**src/rtl/riscv_v_slide_unit.sv**
```systemverilog
// Element-granular slide engine for vslideup / vslidedown on one vector
// register. The byte offset is resolved by an iterative barrel shifter,
// one log2 stage per cycle, so every request has the same fixed latency.
//
// Handshake: a transfer happens on an edge where valid and ready are both
// high. The producer keeps valid and its payload steady until that edge.
// in_ready is high only in IDLE and out_valid is high only in DONE, so the
// unit holds at most one request at a time. result stays steady while
// out_valid is high.
module riscv_v_slide_unit #(
  parameter int DATA_WIDTH   = 128,
  parameter int OFFSET_WIDTH = 16
) (
  input  logic                    clk,
  input  logic                    rst_n,
  input  logic                    in_valid,
  output logic                    in_ready,
  input  logic                    is_down,
  input  logic [3:0]              osize_vector,
  input  logic [OFFSET_WIDTH-1:0] offset,
  input  logic [DATA_WIDTH-1:0]   vs2,
  input  logic [DATA_WIDTH-1:0]   vd_old,
  output logic                    out_valid,
  input  logic                    out_ready,
  output logic [DATA_WIDTH-1:0]   result
);

  localparam int NUM_BYTES = DATA_WIDTH / 8;
  localparam int STAGES    = $clog2(NUM_BYTES);
  localparam int BOFF_W    = STAGES + 1;
  localparam int CNT_W     = (STAGES > 1) ? $clog2(STAGES) : 1;

  typedef enum logic [1:0] {
    S_IDLE  = 2'd0,
    S_SHIFT = 2'd1,
    S_DONE  = 2'd2
  } state_t;

  state_t state_q, state_d;

  logic [DATA_WIDTH-1:0] sh_q, sh_d;
  logic [NUM_BYTES-1:0]  keep_q, keep_d;
  logic [DATA_WIDTH-1:0] vd_old_q;
  logic                  is_down_q;
  logic [BOFF_W-1:0]     boff_q;
  logic [CNT_W-1:0]      cnt_q;

  logic                  accept;
  logic                  last_stage;
  logic                  sat_q;
  logic [1:0]            esz_log2;
  logic [OFFSET_WIDTH:0] vlmax;
  logic                  sat_c;
  logic [BOFF_W-1:0]     boff_c;
  logic [DATA_WIDTH-1:0] merged;

  assign accept     = in_valid && in_ready;
  assign last_stage = (cnt_q == CNT_W'(STAGES - 1));
  // Only a saturated offset reaches the top boff bit (boff == NUM_BYTES).
  assign sat_q      = boff_q[BOFF_W-1];

  // Element size decode and byte offset; a non-one-hot size falls back to bytes.
  always_comb begin
    esz_log2 = 2'd0;
    case (osize_vector)
      4'b0001: esz_log2 = 2'd0;
      4'b0010: esz_log2 = 2'd1;
      4'b0100: esz_log2 = 2'd2;
      4'b1000: esz_log2 = 2'd3;
      default: esz_log2 = 2'd0;
    endcase
    vlmax  = (OFFSET_WIDTH + 1)'(NUM_BYTES) >> esz_log2;
    sat_c  = ({1'b0, offset} >= vlmax);
    // When not saturated offset < VLMAX, so the low bits hold it exactly.
    boff_c = sat_c ? BOFF_W'(NUM_BYTES)
                   : (BOFF_W'(offset[BOFF_W-1:0]) << esz_log2);
  end

  // State register.
  always_ff @(posedge clk) begin
    if (!rst_n) state_q <= S_IDLE;
    else        state_q <= state_d;
  end

  // Next-state logic.
  always_comb begin
    state_d = state_q;
    case (state_q)
      S_IDLE:  if (in_valid)  state_d = S_SHIFT;
      S_SHIFT: if (last_stage) state_d = S_DONE;
      S_DONE:  if (out_ready) state_d = S_IDLE;
      default: state_d = S_IDLE;
    endcase
  end

  // FSM outputs.
  always_comb begin
    in_ready  = (state_q == S_IDLE);
    out_valid = (state_q == S_DONE);
  end

  // One barrel stage: shift data and keep-mask by 2^cnt bytes when that boff bit is set.
  always_comb begin
    int unsigned sh_bytes;
    sh_bytes = 32'd1 << cnt_q;
    sh_d     = sh_q;
    keep_d   = keep_q;
    if (sat_q) begin
      sh_d   = '0;
      keep_d = '0;
    end else if (boff_q[cnt_q]) begin
      if (is_down_q) begin
        sh_d   = sh_q >> (sh_bytes * 8);
        keep_d = keep_q >> sh_bytes;
      end else begin
        sh_d   = sh_q << (sh_bytes * 8);
        keep_d = keep_q << sh_bytes;
      end
    end
  end

  // Merge the final stage output with vd_old (up) or zero (down) per byte.
  always_comb begin
    merged = '0;
    for (int b = 0; b < NUM_BYTES; b++) begin
      if (keep_d[b])       merged[b*8 +: 8] = sh_d[b*8 +: 8];
      else if (!is_down_q) merged[b*8 +: 8] = vd_old_q[b*8 +: 8];
      else                 merged[b*8 +: 8] = 8'h00;
    end
  end

  // Datapath: capture on acceptance, step the shifter in SHIFT, register the merge.
  always_ff @(posedge clk) begin
    if (!rst_n) begin
      sh_q      <= '0;
      keep_q    <= '0;
      vd_old_q  <= '0;
      is_down_q <= 1'b0;
      boff_q    <= '0;
      cnt_q     <= '0;
      result    <= '0;
    end else if (accept) begin
      sh_q      <= vs2;
      keep_q    <= '1;
      vd_old_q  <= vd_old;
      is_down_q <= is_down;
      boff_q    <= boff_c;
      cnt_q     <= '0;
    end else if (state_q == S_SHIFT) begin
      sh_q   <= sh_d;
      keep_q <= keep_d;
      if (last_stage) begin
        cnt_q  <= '0;
        result <= merged;
      end else begin
        cnt_q <= cnt_q + CNT_W'(1);
      end
    end
  end

endmodule

```
**config.mk**
```make
export PLATFORM = sky130hd
export DESIGN_NAME = riscv_v_slide_unit
export DESIGN_NICKNAME = d
export VERILOG_FILES = /design/src/rtl/riscv_v_slide_unit.sv
export SDC_FILE = /design/constraint.sdc
export NUM_CORES = 1
export LEC_CHECK = 0
export ABC_AREA = 1
export CORE_AREA = 8 8 283 285
export DETAILED_ROUTE_END_ITERATION = 8
export DIE_AREA = 0 0 291 293
export GPL_TIMING_DRIVEN = 1
export HOLD_SLACK_MARGIN = 0.03
export PLACE_DENSITY_LB_ADDON = 0.05
export SYNTH_ARGS = -nofsm -noshare
export SYNTH_HDL_FRONTEND = slang
export SYNTH_SLANG_ARGS = --single-unit
```
**constraint.sdc**
```tcl
create_clock -name clk -period 2.89 [get_ports clk]
set_input_delay 0.578 -clock clk [delete_from_list [all_inputs] [get_ports clk]]
set_output_delay 0.578 -clock clk [all_outputs]
set_load 0.02 [all_outputs]
```
==> flow_summary.json <==
{
  "final_cells": 6629,
  "via_count": 39500,
  "multi_input_area_um2": 19000,
  "synth_cells": 5121,
  "fin_worst_skew_ps": 49.4,
  "io_buffer_count": 410,
  "p_leak_nw": 16.3,
  "antenna_found_initial": 6,
  "regArea_um2": 8210,
  "synth_area_leader_cell": "dfxtp_1",
  "crit_path_end_kind": "flop",
  "hp-class": "flop to flop",
  "ys_top_cells_by_count": "nand2_1, nand3_1, dfxtp_1",
  "wl_per_cell_um": 26.5,
  "tritoncts": "yes",
  "cts.sinks": 410,
  "final_layout_size_suffix_gt1_share_pct": 10.9,
  "gr-usage-all-layers_pct": 38.8,
  "start_util_pct": 39.6,
  "ys_seq_elements": 410,
  "final_nets": 5896,
  "wl_met3_um": 15200,
  "status": "finished, violations left",
  "rsz0062_at_grt": "no",
  "r2r-start": "cnt_q[1]",
  "area_growth_pct": 31.8,
  "slowest_delay_ps": 310,
  "endpoint": "result[91]",
  "fin_util_pct": 52.2,
  "fin_crit_sh_pct": 98.4,
  "synthArstFlopShare_pct": 0,
  "r2r-end": "result[91]",
  "path_clk_slew_ps": 60,
  "hold_buffers": 0,
  "dp_slack_ps": 85.3,
  "cts-root-buf": "clkbuf_16",
  "grt_overflow": 0,
  "die-area_um2": 85300,
  "ios": 411,
  "numCtsBuffers": 49,
  "dpl.hpwl_um": 138000,
  "violations": "DRC",
  "rows": 101,
  "p_total_mw": 19.7,
  "synth.area.top_cells": "dfxtp_1, nand2_1, nand3_1",
  "placed_cells": 6531,
  "crit_required_ps": 3420,
  "maxSlewViolCount": 0,
  "criticalPathCategory": "flop to flop",
  "worstPathArrival_ps": 3370,
  "cts_buffer_depth": 3,
  "fin_crit_ps": 2840,
  "finalWeightedCongestion": 1.09,
  "syn_avg_cell_area_um2": 5.84,
  "syn_area_um2": 29900,
  "max_freq_mhz": 352,
  "first_pass_iters": 9,
  "synth_top_area_share_pct": 27.5,
  "grt_max_degree": 86,
  "highest_layer": "met4",
  "synth_warnings": 0,
  "power.density_nw_per_um2": 500,
  "synthesis.nets": 5410,
  "max-slew-margin-rel_pct": 55.1,
  "drc": 16,
  "clock_latency_ps": 670,
  "tns_ps": 0,
  "synth_edf_count": 0,
  "fill_cells": 7849,
  "core_area_um2": 75400,
  "seq_area_frac_synth_pct": 27.5,
  "grt_pass1_wl_um": 249000,
  "cp_num_buf_inv": 3,
  "die_h_um": 293,
  "crit_slowest_cell": "dfxtp_1",
  "drt_iter0_markers": 4855,
  "crit_cells": 14,
  "irDropWorstVdd_mv": 0.411,
  "path_delay_family": "simple AND/OR/NAND/NOR gates",
  "met1Wirelength_um": 68000,
  "vias_per_cell": 5.96,
  "cp-start-kind": "flop",
  "worst_slew_pin_slew_ps": 670,
  "dr_wl_met2_um": 78100,
  "finalSetupViolCount": 0,
  "critical_path.startpoint": "cnt_q[1]",
  "drv_cap": 0,
  "crit_fanout": 27,
  "fin_ws_ps": 46.7,
  "worst-r2r-cell-count": 14,
  "antenna_left": 0,
  "die_w_um": 291,
  "grt_pass1_vias": 36800,
  "synth_ff_type": "dfxtp_1",
  "synth_most_common_cell": "nand2_1",
  "cts_max_level": 2,
  "crit_chain": "inv_2 -> ha_4 -> buf_4 -> buf_16 -> nand2_1 -> nand3_1 -> nand2_1 -> nand3_1 -> nand2_1 -> nand3b_1 -> nand2_1 -> nand3_1 -> nand3_1 -> a21oi_1",
  "r2r_slack_ps": 50,
  "synth_cell_type_count": 43,
  "hold_viol_final": 0,
  "drt_wl_total_um": 176000
}
## worst min path at each step
stage / startpoint / endpoint / cells past startpoint
2_1_floorplan: boff_q[1] / boff_q[1] / 2
3_3_place_gp: boff_q[3] / boff_q[3] / 2
3_5_place_dp: boff_q[1] / boff_q[1] / 2
4_1_cts: boff_q[1] / boff_q[1] / 2
5_1_grt: vd_old_q[8] / vd_old_q[8] / 2
6_report: boff_q[1] / boff_q[1] / 2
## cells by family after synthesis
family,Yosys count,synth area share (%)
AND/OR/NAND/NOR,3231,46.6
adder cells (fa/ha/maj),8,0.335
flip-flops,410,27.5
buffers and inverters,645,9.43
AO/OA/AOI/OAI,827,16.2
## tightest hold or removal path, stage by stage (launching register included)
cell	delay, ps
dfxtp_1	320
nand2_1	50
o21ai_0	50
## flip-flops by register name (all words and copies together) (netlist names)
name and cells:
vd_old_q 128, result 128, cnt_q 2, sh_q 128, boff_q 5, is_down_q 1, keep_q 16, state_q 2
## metrics by stage
stage,instance area [um2],hold slack [ps]
after floorplan,29900,429
after global placement,37500,445
after detailed placement,37500,449
after CTS,39300,464
after global routing,39400,483
final,39400,460
## cell usage in the layout (no fill, tap or decap), types with 13 or more instances in the layout
| cell type | n |
|---|---|
| nand2_1 | 1720 |
| nand3_1 | 1130 |
| clkdlybuf4s50_1 | 410 |
| dfxtp_1 | 407 |
| buf_4 | 358 |
| a21oi_1 | 339 |
| nor2_1 | 238 |
| inv_1 | 225 |
| o21ai_0 | 184 |
| a31oi_1 | 124 |
| a22o_1 | 95 |
| buf_12 | 69 |
| clkbuf_16 | 50 |
| o211ai_1 | 35 |
| nand4_1 | 29 |
| nand2_2 | 29 |
| o21ai_1 | 22 |
| nand3b_1 | 19 |
| and2_1 | 14 |
| clkinv_2 | 13 |
## layer usage
layer / track usage (%) / vias up
li1: - / 18200
met1: 48.0 / 18600
met2: 62.2 / 2282
met3: 5.99 / 491
met4: 26.4 / 0
met5: 0 / -
## final cells by class
class / count / share of cell area (%)
multi-input combinational: 4066 / 48.3
timing repair buffer: 839 / 20.9
tap: 978 / 3.11
antenna: 4 / 0.0254
clock buffer: 65 / 3.52
sequential: 410 / 20.8
clock inverter: 26 / 0.921
inverter: 241 / 2.39
## repair_timing
action | 4_1_cts | 5_1_grt
resized for setup | 0 | 21
setup buffers | 0 | 2
endpoints found under the setup margin | 0 | 48
hold endpoints to repair | 0 | 0
## power by group
part	total, mW	internal [mW]	leakage [nW]	switching, mW
registers	6.23	5.95	3.35	0.283
clock network	6.79	3.95	0.864	2.84
logic	6.68	2.31	12.1	4.37
Power figures use the tool's default switching activity.
